==> config.mk <==
export PLATFORM = sky130hd
export DESIGN_NAME = rv32_fetch_unit_flat
export DESIGN_NICKNAME = d
export VERILOG_FILES = /design/src/rtl/rv32_fetch_unit_pkg.sv /design/src/rtl/rv32_fetch_unit_if.sv /design/src/rtl/rv32_fetch_unit_fetch_fifo.sv /design/src/rtl/rv32_fetch_unit.sv /design/src/flat_wrapper.sv
export SDC_FILE = /design/constraint.sdc
export NUM_CORES = 1
export LEC_CHECK = 0
export ABC_AREA = 1
export ABC_CLOCK_PERIOD_IN_PS = 4200
export CAP_MARGIN = 10
export CORE_MARGIN = 5
export CORE_UTILIZATION = 45
export CTS_BUF_LIST = sky130_fd_sc_hd__clkbuf_4 sky130_fd_sc_hd__clkbuf_8
export CTS_CLUSTER_SIZE = 8
export DETAILED_ROUTE_END_ITERATION = 16
export GPL_ROUTABILITY_DRIVEN = 0
export GPL_TIMING_DRIVEN = 0
export PLACE_DENSITY_LB_ADDON = 0.15
export SLEW_MARGIN = 15
export SYNTH_ARGS = -nofsm -noshare
export SYNTH_HDL_FRONTEND = slang
export SYNTH_SLANG_ARGS = --single-unit
==> constraint.sdc <==
create_clock -name clk -period 4.2 [get_ports clk]
set_input_delay 0.84 -clock clk [delete_from_list [all_inputs] [get_ports clk]]
set_output_delay 0.84 -clock clk [all_outputs]
set_load 0.1 [all_outputs]
==> src/rtl/rv32_fetch_unit_pkg.sv <==
// Shared types and constants for the instruction fetch unit.
package rv32_fetch_unit_pkg;

    localparam int API_DATA_WIDTH    = 32;
    localparam int FETCH_STATE_WIDTH = 2;

    typedef logic [API_DATA_WIDTH-1:0] word_t;

    // BOOT: one idle cycle after reset; FETCH: normal; DRAIN: dropping stale responses.
    typedef enum logic [FETCH_STATE_WIDTH-1:0] {
        ST_BOOT  = 2'd0,
        ST_FETCH = 2'd1,
        ST_DRAIN = 2'd2
    } fetch_state_e;

    // One buffered instruction: its PC in the upper half, the word in the lower half.
    typedef struct packed {
        word_t pc;
        word_t word;
    } fetch_entry_t;

    function automatic word_t word_align(input word_t a);
        return {a[API_DATA_WIDTH-1:2], 2'b00};
    endfunction

endpackage

==> src/rtl/rv32_fetch_unit_if.sv <==
// Memory-side and decoder-side bus of the fetch unit, named from the fetch unit's view.
interface rv32_fetch_unit_if;
    import rv32_fetch_unit_pkg::*;

    logic  imem_req_o;
    word_t imem_addr_o;
    logic  imem_gnt_i;
    logic  imem_rvalid_i;
    word_t imem_rdata_i;
    logic  redirect_i;
    word_t redirect_pc_i;
    logic  instr_valid_o;
    logic  instr_ready_i;
    word_t instr_o;
    word_t instr_pc_o;

    modport master (
        output imem_req_o, imem_addr_o, instr_valid_o, instr_o, instr_pc_o,
        input  imem_gnt_i, imem_rvalid_i, imem_rdata_i, redirect_i, redirect_pc_i, instr_ready_i
    );

    modport slave (
        input  imem_req_o, imem_addr_o, instr_valid_o, instr_o, instr_pc_o,
        output imem_gnt_i, imem_rvalid_i, imem_rdata_i, redirect_i, redirect_pc_i, instr_ready_i
    );

endinterface

==> src/rtl/rv32_fetch_unit_fetch_fifo.sv <==
// Synchronous FIFO with flush; flush beats push. Storage resets to RST_VAL so the
// head output has a defined value straight out of reset.
module fetch_fifo #(
    parameter int               WIDTH   = 64,
    parameter int               DEPTH   = 4,
    parameter logic [WIDTH-1:0] RST_VAL = '0
) (
    input  logic                       clk,
    input  logic                       rst_n,
    input  logic                       push_i,
    input  logic [WIDTH-1:0]           data_i,
    input  logic                       pop_i,
    input  logic                       flush_i,
    output logic [WIDTH-1:0]           data_o,
    output logic                       empty_o,
    output logic [$clog2(DEPTH):0]     count_o
);
    localparam int             AW   = $clog2(DEPTH);
    localparam logic [AW:0]    FULL = (AW+1)'(DEPTH);

    logic [WIDTH-1:0] mem_q [DEPTH];
    logic [AW-1:0]    wr_ptr_q, rd_ptr_q;
    logic [AW:0]      count_q;
    logic             do_push, do_pop;

    // A full FIFO may still accept a push when it is popped in the same cycle.
    assign do_pop  = pop_i && (count_q != '0);
    assign do_push = push_i && ((count_q != FULL) || do_pop);

    // Pointer and occupancy tracking; pointers wrap naturally as DEPTH is a power of 2.
    always_ff @(posedge clk or negedge rst_n) begin
        if (!rst_n) begin
            wr_ptr_q <= '0;
            rd_ptr_q <= '0;
            count_q  <= '0;
        end else if (flush_i) begin
            wr_ptr_q <= '0;
            rd_ptr_q <= '0;
            count_q  <= '0;
        end else begin
            if (do_push) wr_ptr_q <= wr_ptr_q + AW'(1);
            if (do_pop)  rd_ptr_q <= rd_ptr_q + AW'(1);
            count_q <= count_q + (AW+1)'(do_push) - (AW+1)'(do_pop);
        end
    end

    // Entry storage.
    always_ff @(posedge clk or negedge rst_n) begin
        if (!rst_n) begin
            for (int i = 0; i < DEPTH; i++) mem_q[i] <= RST_VAL;
        end else if (do_push && !flush_i) begin
            mem_q[wr_ptr_q] <= data_i;
        end
    end

    assign data_o  = mem_q[rd_ptr_q];
    assign empty_o = (count_q == '0);
    assign count_o = count_q;

endmodule

==> src/rtl/rv32_fetch_unit.sv <==
// Instruction fetch: sequential PC generation, credit-limited memory requests,
// response buffering with PCs, and redirect handling with stale-response discard.
module rv32_fetch_unit
    import rv32_fetch_unit_pkg::*;
#(
    parameter word_t RESET_PC   = 32'h0000_0000,
    parameter int    FIFO_DEPTH = 4
) (
    input  logic              clk,
    input  logic              rst_n,
    rv32_fetch_unit_if.master bus
);
    localparam int CW = $clog2(FIFO_DEPTH) + 1;

    fetch_state_e  state_q, state_d;
    word_t         fetch_pc_q, fetch_pc_d, resp_pc_q, resp_pc_d;
    logic [CW-1:0] outstanding_q, outstanding_d, discard_q, discard_d;
    logic [CW-1:0] fifo_count;
    logic [CW:0]   credit_used;
    logic          credit_ok, req, instr_valid, gnt_fire, rsp_fire, push, pop, fifo_empty;
    word_t         redirect_pc;
    fetch_entry_t  push_entry, head;

    // Credits cover both buffered and in-flight words so a response always has a slot.
    assign credit_used = {1'b0, outstanding_q} + {1'b0, fifo_count};
    assign credit_ok   = credit_used < (CW+1)'(FIFO_DEPTH);
    assign redirect_pc = word_align(bus.redirect_pc_i);

    assign gnt_fire      = req && bus.imem_gnt_i;
    assign rsp_fire      = bus.imem_rvalid_i;
    assign outstanding_d = outstanding_q + CW'(gnt_fire) - CW'(rsp_fire);
    // A response in a redirect cycle belongs to the old path and is always dropped.
    assign push          = rsp_fire && !bus.redirect_i && (discard_q == '0);
    assign pop           = instr_valid && bus.instr_ready_i;
    assign push_entry    = '{pc: resp_pc_q, word: bus.imem_rdata_i};

    // FSM state register.
    always_ff @(posedge clk or negedge rst_n) begin
        if (!rst_n) state_q <= ST_BOOT;
        else        state_q <= state_d;
    end

    // FSM next state; a redirect overrides every state, BOOT included.
    always_comb begin
        state_d = state_q;
        if (bus.redirect_i) begin
            state_d = (outstanding_d != '0) ? ST_DRAIN : ST_FETCH;
        end else begin
            case (state_q)
                ST_BOOT:  state_d = ST_FETCH;
                ST_FETCH: state_d = ST_FETCH;
                ST_DRAIN: if (discard_d == '0) state_d = ST_FETCH;
                default:  state_d = ST_BOOT;
            endcase
        end
    end

    // FSM outputs: request only while fetching with credit; never hand out in a redirect cycle.
    always_comb begin
        req         = (state_q == ST_FETCH) && !bus.redirect_i && credit_ok;
        instr_valid = !fifo_empty && !bus.redirect_i;
    end

    // PC counters and discard count next-state.
    always_comb begin
        fetch_pc_d = fetch_pc_q;
        resp_pc_d  = resp_pc_q;
        discard_d  = discard_q;
        if (gnt_fire) fetch_pc_d = fetch_pc_q + word_t'(4);
        if (push)     resp_pc_d  = resp_pc_q + word_t'(4);
        if (rsp_fire && (discard_q != '0)) discard_d = discard_q - CW'(1);
        if (bus.redirect_i) begin
            fetch_pc_d = redirect_pc;
            resp_pc_d  = redirect_pc;
            discard_d  = outstanding_d;
        end
    end

    // Datapath registers.
    always_ff @(posedge clk or negedge rst_n) begin
        if (!rst_n) begin
            fetch_pc_q    <= RESET_PC;
            resp_pc_q     <= RESET_PC;
            outstanding_q <= '0;
            discard_q     <= '0;
        end else begin
            fetch_pc_q    <= fetch_pc_d;
            resp_pc_q     <= resp_pc_d;
            outstanding_q <= outstanding_d;
            discard_q     <= discard_d;
        end
    end

    fetch_fifo #(
        .WIDTH   (2*API_DATA_WIDTH),
        .DEPTH   (FIFO_DEPTH),
        .RST_VAL ({RESET_PC, {API_DATA_WIDTH{1'b0}}})
    ) u_fifo (
        .clk     (clk),
        .rst_n   (rst_n),
        .push_i  (push),
        .data_i  (push_entry),
        .pop_i   (pop),
        .flush_i (bus.redirect_i),
        .data_o  (head),
        .empty_o (fifo_empty),
        .count_o (fifo_count)
    );

    assign bus.imem_req_o    = req;
    assign bus.imem_addr_o   = word_align(fetch_pc_q);
    assign bus.instr_valid_o = instr_valid;
    assign bus.instr_o       = head.word;
    assign bus.instr_pc_o    = head.pc;

endmodule

==> src/flat_wrapper.sv <==
// flat-port wrapper written by rule: the top's interface ports become plain ports
module rv32_fetch_unit_flat import rv32_fetch_unit_pkg::*;
#(
    parameter word_t RESET_PC   = 32'h0000_0000,
    parameter int    FIFO_DEPTH = 4
)
  (clk, rst_n, bus_imem_req_o, bus_imem_addr_o, bus_instr_valid_o, bus_instr_o, bus_instr_pc_o, bus_imem_gnt_i, bus_imem_rvalid_i, bus_imem_rdata_i, bus_redirect_i, bus_redirect_pc_i, bus_instr_ready_i);
  rv32_fetch_unit_if bus_i ();
  input  logic clk;
  input  logic rst_n;
  output wire logic [$bits(bus_i.imem_req_o)-1:0] bus_imem_req_o;
  output wire logic [$bits(bus_i.imem_addr_o)-1:0] bus_imem_addr_o;
  output wire logic [$bits(bus_i.instr_valid_o)-1:0] bus_instr_valid_o;
  output wire logic [$bits(bus_i.instr_o)-1:0] bus_instr_o;
  output wire logic [$bits(bus_i.instr_pc_o)-1:0] bus_instr_pc_o;
  input wire logic [$bits(bus_i.imem_gnt_i)-1:0] bus_imem_gnt_i;
  input wire logic [$bits(bus_i.imem_rvalid_i)-1:0] bus_imem_rvalid_i;
  input wire logic [$bits(bus_i.imem_rdata_i)-1:0] bus_imem_rdata_i;
  input wire logic [$bits(bus_i.redirect_i)-1:0] bus_redirect_i;
  input wire logic [$bits(bus_i.redirect_pc_i)-1:0] bus_redirect_pc_i;
  input wire logic [$bits(bus_i.instr_ready_i)-1:0] bus_instr_ready_i;
  assign bus_imem_req_o = bus_i.imem_req_o;
  assign bus_imem_addr_o = bus_i.imem_addr_o;
  assign bus_instr_valid_o = bus_i.instr_valid_o;
  assign bus_instr_o = bus_i.instr_o;
  assign bus_instr_pc_o = bus_i.instr_pc_o;
  assign bus_i.imem_gnt_i = bus_imem_gnt_i;
  assign bus_i.imem_rvalid_i = bus_imem_rvalid_i;
  assign bus_i.imem_rdata_i = bus_imem_rdata_i;
  assign bus_i.redirect_i = bus_redirect_i;
  assign bus_i.redirect_pc_i = bus_redirect_pc_i;
  assign bus_i.instr_ready_i = bus_instr_ready_i;
  rv32_fetch_unit #(.RESET_PC(RESET_PC), .FIFO_DEPTH(FIFO_DEPTH)) u_core (.clk(clk), .rst_n(rst_n), .bus(bus_i));
endmodule
After elaboration in Yosys (flattened, before gate mapping)
Index checks and enable logic that the tools add are counted.
{"block": "totals", "regBits": 335, "input_bits": 70, "out_inout_bits": 98, "elab_cells": 80}
{"block": "op_classes", "addsub": 10, "magnitude_cmp": 4, "n_eq_ne": 4, "muxes": 21, "n_bitwise": 2, "n_reduce_logical": 27}
{"cell": "256-bit bitwise mux", "n": 1}
{"cell": "64-bit 2-to-1 mux", "n": 3}
{"cell": "64-bit binary-select mux with 2-bit select", "n": 1}
{"cell": "64-bit demux with 2-bit select", "n": 1}
{"cell": "32-bit 2-to-1 mux", "n": 4}
{"cell": "32-bit by 3-bit adder with 32-bit output, second input constant", "n": 2}
{"cell": "2-bit 2-to-1 mux", "n": 7}
{"cell": "1-bit logical AND", "n": 12}
{"cell": "3-bit logical NOT", "n": 3}
{"cell": "3-bit 2-to-1 mux", "n": 3}
{"cell": "3-bit nonzero test", "n": 3}
{"cell": "2-bit nonzero test", "n": 4}
{"cell": "3-bit by 1-bit adder with 3-bit output", "n": 2}
{"cell": "3-bit greater-or-equal comparator, second input constant", "n": 2}
{"cell": "2-bit NOT with 3-bit output", "n": 2}
{"cell": "3-bit by 1-bit subtractor with 3-bit output", "n": 2}
{"cell": "2-bit by 1-bit adder with 2-bit output, second input constant", "n": 2}
{"cell": "3-bit by 3-bit adder with 4-bit output", "n": 1}
{"cell": "4-bit by 3-bit < comparator with 1-bit output, second input constant", "n": 1}
{"cell": "2-bit case mux with 2 select lines", "n": 1}
{"cell": "3-bit by 1-bit < comparator with 1-bit output, second input constant", "n": 1}
{"cell": "3-bit by 2-bit != test with 1-bit output, second input constant", "n": 1}
{"cell": "3-bit != test, second input constant", "n": 1}
{"cell": "3-bit by 1-bit subtractor with 3-bit output, second input constant", "n": 1}
{"cell": "6 further kinds", "n": 7}

Depth between registers and ports, before layout
Gate-level depths: netlist of the first run.
{"block": "depth", "word_depth": 11, "mapped_depth": 19, "mapped_depth_nobuf": 18}

Hierarchy
A second synthesis of the first run with hierarchy kept.
{"block": "hier_totals", "cells_unflattened": 2266, "area_unflattened_um2": 17468.0}
{"module": "fetch_fifo", "n_inst": 1, "cells_per_inst": 1555, "area_per_inst_um2": 12668.4, "seq_area_each_um2": 6581.3}
{"module": "rv32_fetch_unit", "n_inst": 1, "cells_per_inst": 711, "area_per_inst_um2": 4799.6, "seq_area_each_um2": 1701.6}

Worst setup path after synthesis of the first run
OpenSTA, ideal clock, no wires.
{"block": "synth_path", "path_type": "input to output", "from": "input port bus_redirect_i", "to": "output port bus_instr_valid_o", "arrival_time_ns": 2.872, "t_required_ns": 3.360, "path_slack_ns": 0.488, "stages": 4, "n_path_buf": 3, "cell_sequence": "buf_6 > buf_2 > buf_1 > a31oi_1"}
{"block": "synth_between", "elab_chain_cells": 2}
{"element": "start, declared", "line_no": "flat_wrapper.sv:19", "text": "input wire logic [$bits(bus_i.redirect_i)-1:0] bus_redirect_i;"}
{"element": "1-bit logical NOT", "line_no": "rv32_fetch_unit.sv:61", "text": "instr_valid = !fifo_empty && !bus.redirect_i;"}
{"element": "1-bit logical AND", "line_no": "rv32_fetch_unit.sv:61"}
{"element": "end, declared", "line_no": "flat_wrapper.sv:13", "text": "output wire logic [$bits(bus_i.instr_valid_o)-1:0] bus_instr_valid_o;"}
No other way between the ends.

Worst setup path after layout of the first run
{"block": "layout_path", "from": "register u_core.u_fifo.rd_ptr_q[0]", "to": "output port bus_instr_pc_o[13]"}
{"block": "layout_between", "elab_chain_cells": 4}
{"element": "start, declared", "line_no": "rv32_fetch_unit_fetch_fifo.sv:22", "text": "logic [AW-1:0] wr_ptr_q, rd_ptr_q;"}
{"element": "start signal, assigned", "line_no": "rv32_fetch_unit_fetch_fifo.sv:42", "text": "if (do_pop) rd_ptr_q <= rd_ptr_q + AW'(1);"}
{"element": "2-bit NOT with 3-bit output (implied by the code)", "line_no": "rv32_fetch_unit_fetch_fifo.sv:56", "text": "assign data_o = mem_q[rd_ptr_q];"}
{"element": "64-bit binary-select mux with 2-bit select", "line_no": "rv32_fetch_unit_fetch_fifo.sv:56"}
{"element": "64-bit 2-to-1 mux (implied by the code) (2 in series)", "line_no": "rv32_fetch_unit_fetch_fifo.sv:56"}
{"element": "end, declared", "line_no": "flat_wrapper.sv:15", "text": "output wire logic [$bits(bus_i.instr_pc_o)-1:0] bus_instr_pc_o;"}
No other way between the ends. The select of a mux whose other input is x is not followed.

==> flow_metrics.env, run 1 <==
export IMPL_status="finished, final reports clean"
export IMPL_globalRoute_totalOverflow=0
export IMPL_synthAdderAreaFrac_pct=1.29
export IMPL_drcViolationCount=0
export IMPL_dr_pass1_iters=6
export IMPL_synth_area_um2=16700
export IMPL_finalSetupViolCount=0
export IMPL_cts_root_buf="clkbuf_8"
export IMPL_reg2reg_depth=15
export IMPL_max_stage_delay_ns=0.61
export IMPL_path_max_fanout=10
export IMPL_p_comb_share_pct=52.3
export IMPL_placed_area_um2=19000
export IMPL_layout_drive_gt1_share_pct=10.8
export IMPL_numCtsBuffers=56
export IMPL_postCtsSetupRepairBufs=0
export IMPL_seqPwrFrac_pct=27.3
export IMPL_drtIter0Drc=1122
export IMPL_final_nets=2509
export IMPL_clk_pin_slew_ns=0.06
export IMPL_dieArea_um2=41000
export IMPL_vias=15781
export IMPL_antenna_found_initial=0
export IMPL_cp_start_kind="flop"
export IMPL_fp_coreArea_um2=36600
export IMPL_synthTopCellsByArea="dfrtp_1, nand2_1, o21ai_0"
export IMPL_yosys_area_share_simple_pct=25.6
export IMPL_grt_max_degree=104
export IMPL_track_usage_pct=25.4
export IMPL_die_h_um=203
export IMPL_finalHoldViolCount=0
export IMPL_p_int_w=0.00708
export IMPL_cts_tree="yes"
export IMPL_io_pins=168
export IMPL_initial_core_util_pct=45.6
export IMPL_clock_skew_ns=0.0204
export IMPL_worst_pin_slew_ns=1.00
export IMPL_critPathArrivalTime_ns=3.28
export IMPL_post_dp_hpwl_um=37300
export IMPL_yosysTopAreaCellShare_pct=48.4
export IMPL_finalWorstSetupSlack_ns=0.0797
export IMPL_drv_cap=0
export IMPL_final_area_um2=20200
export IMPL_endpoint_kind="primary output"
export IMPL_area_growth_synth_to_final_pct=21.1
export IMPL_synthFlopType="dfrtp_1"
export IMPL_synthMuxAreaShare_pct=0
export IMPL_synth_edf_count=0
export IMPL_netlist_top_cell_by_area="dfrtp_1"
export IMPL_synth_compound_area_share_pct=16.0
export IMPL_cp_required_ns=3.36
export IMPL_wirelength_um=52900
export IMPL_synthXorXnorAreaFrac_pct=1.10
export IMPL_final_cell_mix="nand2_1, dfrtp_1, o21ai_0"
export IMPL_ys_ff_latch=323
export IMPL_n_antenna_cell=0
export IMPL_antenna_left=0
export IMPL_place_ws_ns=0.0870
export IMPL_hp_class="primary input to asynchronous set/reset pin"
export IMPL_synth_avg_cell_area_um2=7.59
export IMPL_cpMostUsedCell="buf_2"
export IMPL_clk_latency_ns=0.64
export IMPL_port_buffer_count=160
export IMPL_postCtsHoldBufs=0
export IMPL_synth_top_family_by_area="simple AND/OR/NAND/NOR gates"
export IMPL_clk_path_buf_depth=3
export IMPL_critical_path_class="flop to primary output"
export IMPL_worst_path_max_delay_cell="clkdlybuf4s15_2"
export IMPL_clkPwrFrac_pct=20.4
export IMPL_clock_sinks=323
export IMPL_wl_per_cell_um=18.0
export IMPL_synthArstFlopShare_pct=100
export IMPL_post_route_period_util_pct=98.1
export IMPL_via_per_inst=5.38
export IMPL_p_per_area_nw_per_um2=743
export IMPL_rows=70
export IMPL_slew_violations=0
export IMPL_die_w_um=203
export IMPL_grt_pass1_wl_um=84600
export IMPL_grt_pass1_vias=15836
export IMPL_synth_cell_types=43
export IMPL_fmax_mhz=243
export IMPL_switching_share_pct=52.8
export IMPL_p_leak_nw=10.4
export IMPL_timing_hold_ws_ns=0.234
export IMPL_peakVddDrop_uv=525
export IMPL_crit_chain="buf_2, inv_2, buf_2, clkbuf_1, nor2_1, o22ai_1, clkdlybuf4s15_2"
export IMPL_p_sw_w=0.00792
export IMPL_ys_seq_area_share_pct=48.4
export IMPL_relSlewSlack_pct=33.1
export IMPL_layout_commonest_cell="nand2_1"
export IMPL_ys_warn_count=0
export IMPL_tns_ns=0
export IMPL_fin_crit_ns=4.12
export IMPL_htreeDepth=2
export IMPL_rsz0062_at_grt="false"
export IMPL_syn_inst=2199
==> registers in the layout, indices dropped and copies added (netlist names) <==
name and cells:
u_core.resp_pc_q 30, u_core.u_fifo.mem_q 248, u_core.u_fifo.wr_ptr_q 2, u_core.state_q 2
u_core.fetch_pc_q 30, u_core.u_fifo.count_o 3, u_core.u_fifo.rd_ptr_q 2, u_core.discard_q 3
u_core.outstanding_q 3
==> cell usage after synthesis (12+ instances only) <==
cell / count
o21ai_1: 141
o211ai_1: 17
clkbuf_1: 79
o21ai_0: 262
buf_6: 12
o22ai_1: 62
buf_2: 38
nand3_1: 77
dfrtp_1: 323
ha_1: 14
inv_1: 108
nor3_1: 16
nor2_1: 188
nand2_1: 747
xor2_1: 12
buf_4: 19
==> path summary, 6_finish.rpt <==
| check | from | end | slack, ns |
|---|---|---|---|
| setup / recovery | u_core.u_fifo.rd_ptr_q[0]$_DFFE_PN0P_ | bus_instr_pc_o[13] | 0.08 |
| hold / removal | rst_n | u_core.u_fifo.mem_q[219]$_DFFE_PN0P_ | 0.23 |
| setup reg to reg | u_core.u_fifo.count_o[2]$_DFF_PN0_ | u_core.state_q[1]$_DFFE_PN0P_ | 1.07 |
| hold reg to reg | u_core.u_fifo.mem_q[91]$_DFFE_PN0P_ | u_core.u_fifo.mem_q[91]$_DFFE_PN0P_ | 0.47 |
| max in group asynchronous | rst_n | u_core.fetch_pc_q[30]$_DFFE_PN0P_ | 2.77 |
| min in group clk | u_core.u_fifo.mem_q[91]$_DFFE_PN0P_ | u_core.u_fifo.mem_q[91]$_DFFE_PN0P_ | 0.47 |
==> kinds of logic (layout without fill, tap and decap cells) <==
family	count (synthesis)	count (layout)
other	1	4
flip-flops	323	323
AO/OA/AOI/OAI	504	504
XOR/XNOR	21	21
buffers and inverters	271	536
adder cells (fa/ha/maj)	16	16
AND/OR/NAND/NOR	1063	1063
==> per-layer routing <==
metal / GRT usage (%) / up-vias / part of all wire [%]
li1: - / 7610 / -
met1: 34.1 / 7417 / 43
met2: 42.0 / 624 / 46
met3: 4.63 / 130 / 7.4
met4: 8.44 / 0 / 3.1
met5: 0 / - / 0
==> power by group through the flow <==
| stage | Combinational, W | Clock, W | Sequential [W] |
|---|---|---|---|
| 2_1_floorplan | 0.00564 | 0 | 0.00436 |
| 4_1_cts | 0.00787 | 0.00313 | 0.00408 |
| 5_1_grt | 0.00826 | 0.00327 | 0.00416 |
| 3_5_place_dp | 0.00801 | 0 | 0.00414 |
| 3_3_place_gp | 0.00795 | 0 | 0.00413 |
| 6_report | 0.00785 | 0.00307 | 0.00409 |
==> final cells by class <==
cell class / count / area, µm²
multi-input cells: 1608 / 7360
repair buffers: 163 / 1740
clock inverters: 10 / 81.3
inverters: 115 / 434
clock buffers: 92 / 1100
well taps: 468 / 586
plain buffers: 156 / 816
fillers: 3507 / 16400
flip-flops and latches: 323 / 8080
==> worst max-delay path: cells and delay by family, from the launching register on <==
kind	cells	cell delay, ns
flip-flops	1	0.36
buffers and inverters	5	1.86
AND/OR/NAND/NOR	1	0.08
AO/OA/AOI/OAI	1	0.34
==> stage by stage <==
step                utilization (%)  instances  power [W]
floorplan                         -       2202    0.00999
global placement               51.6       2830     0.0121
detailed placement             51.8       2833     0.0121
CTS                            55.2       2935     0.0151
global route                   55.2       2935     0.0157
finish                         55.2       2935     0.0150
==> what timing repair did <==
item                                    in CTS  in global routing
resized for setup                          183                  2
pin swaps                                    0                  0
endpoints found under the setup margin      62                  2
Power figures use the tool's default switching activity.
==> run 2: changes to the inputs <==
Settings changed: CAP_MARGIN 10 to 20.
==> results of run 2 <==
The final DEF is identical to that of run 1; final timing and power are the same.
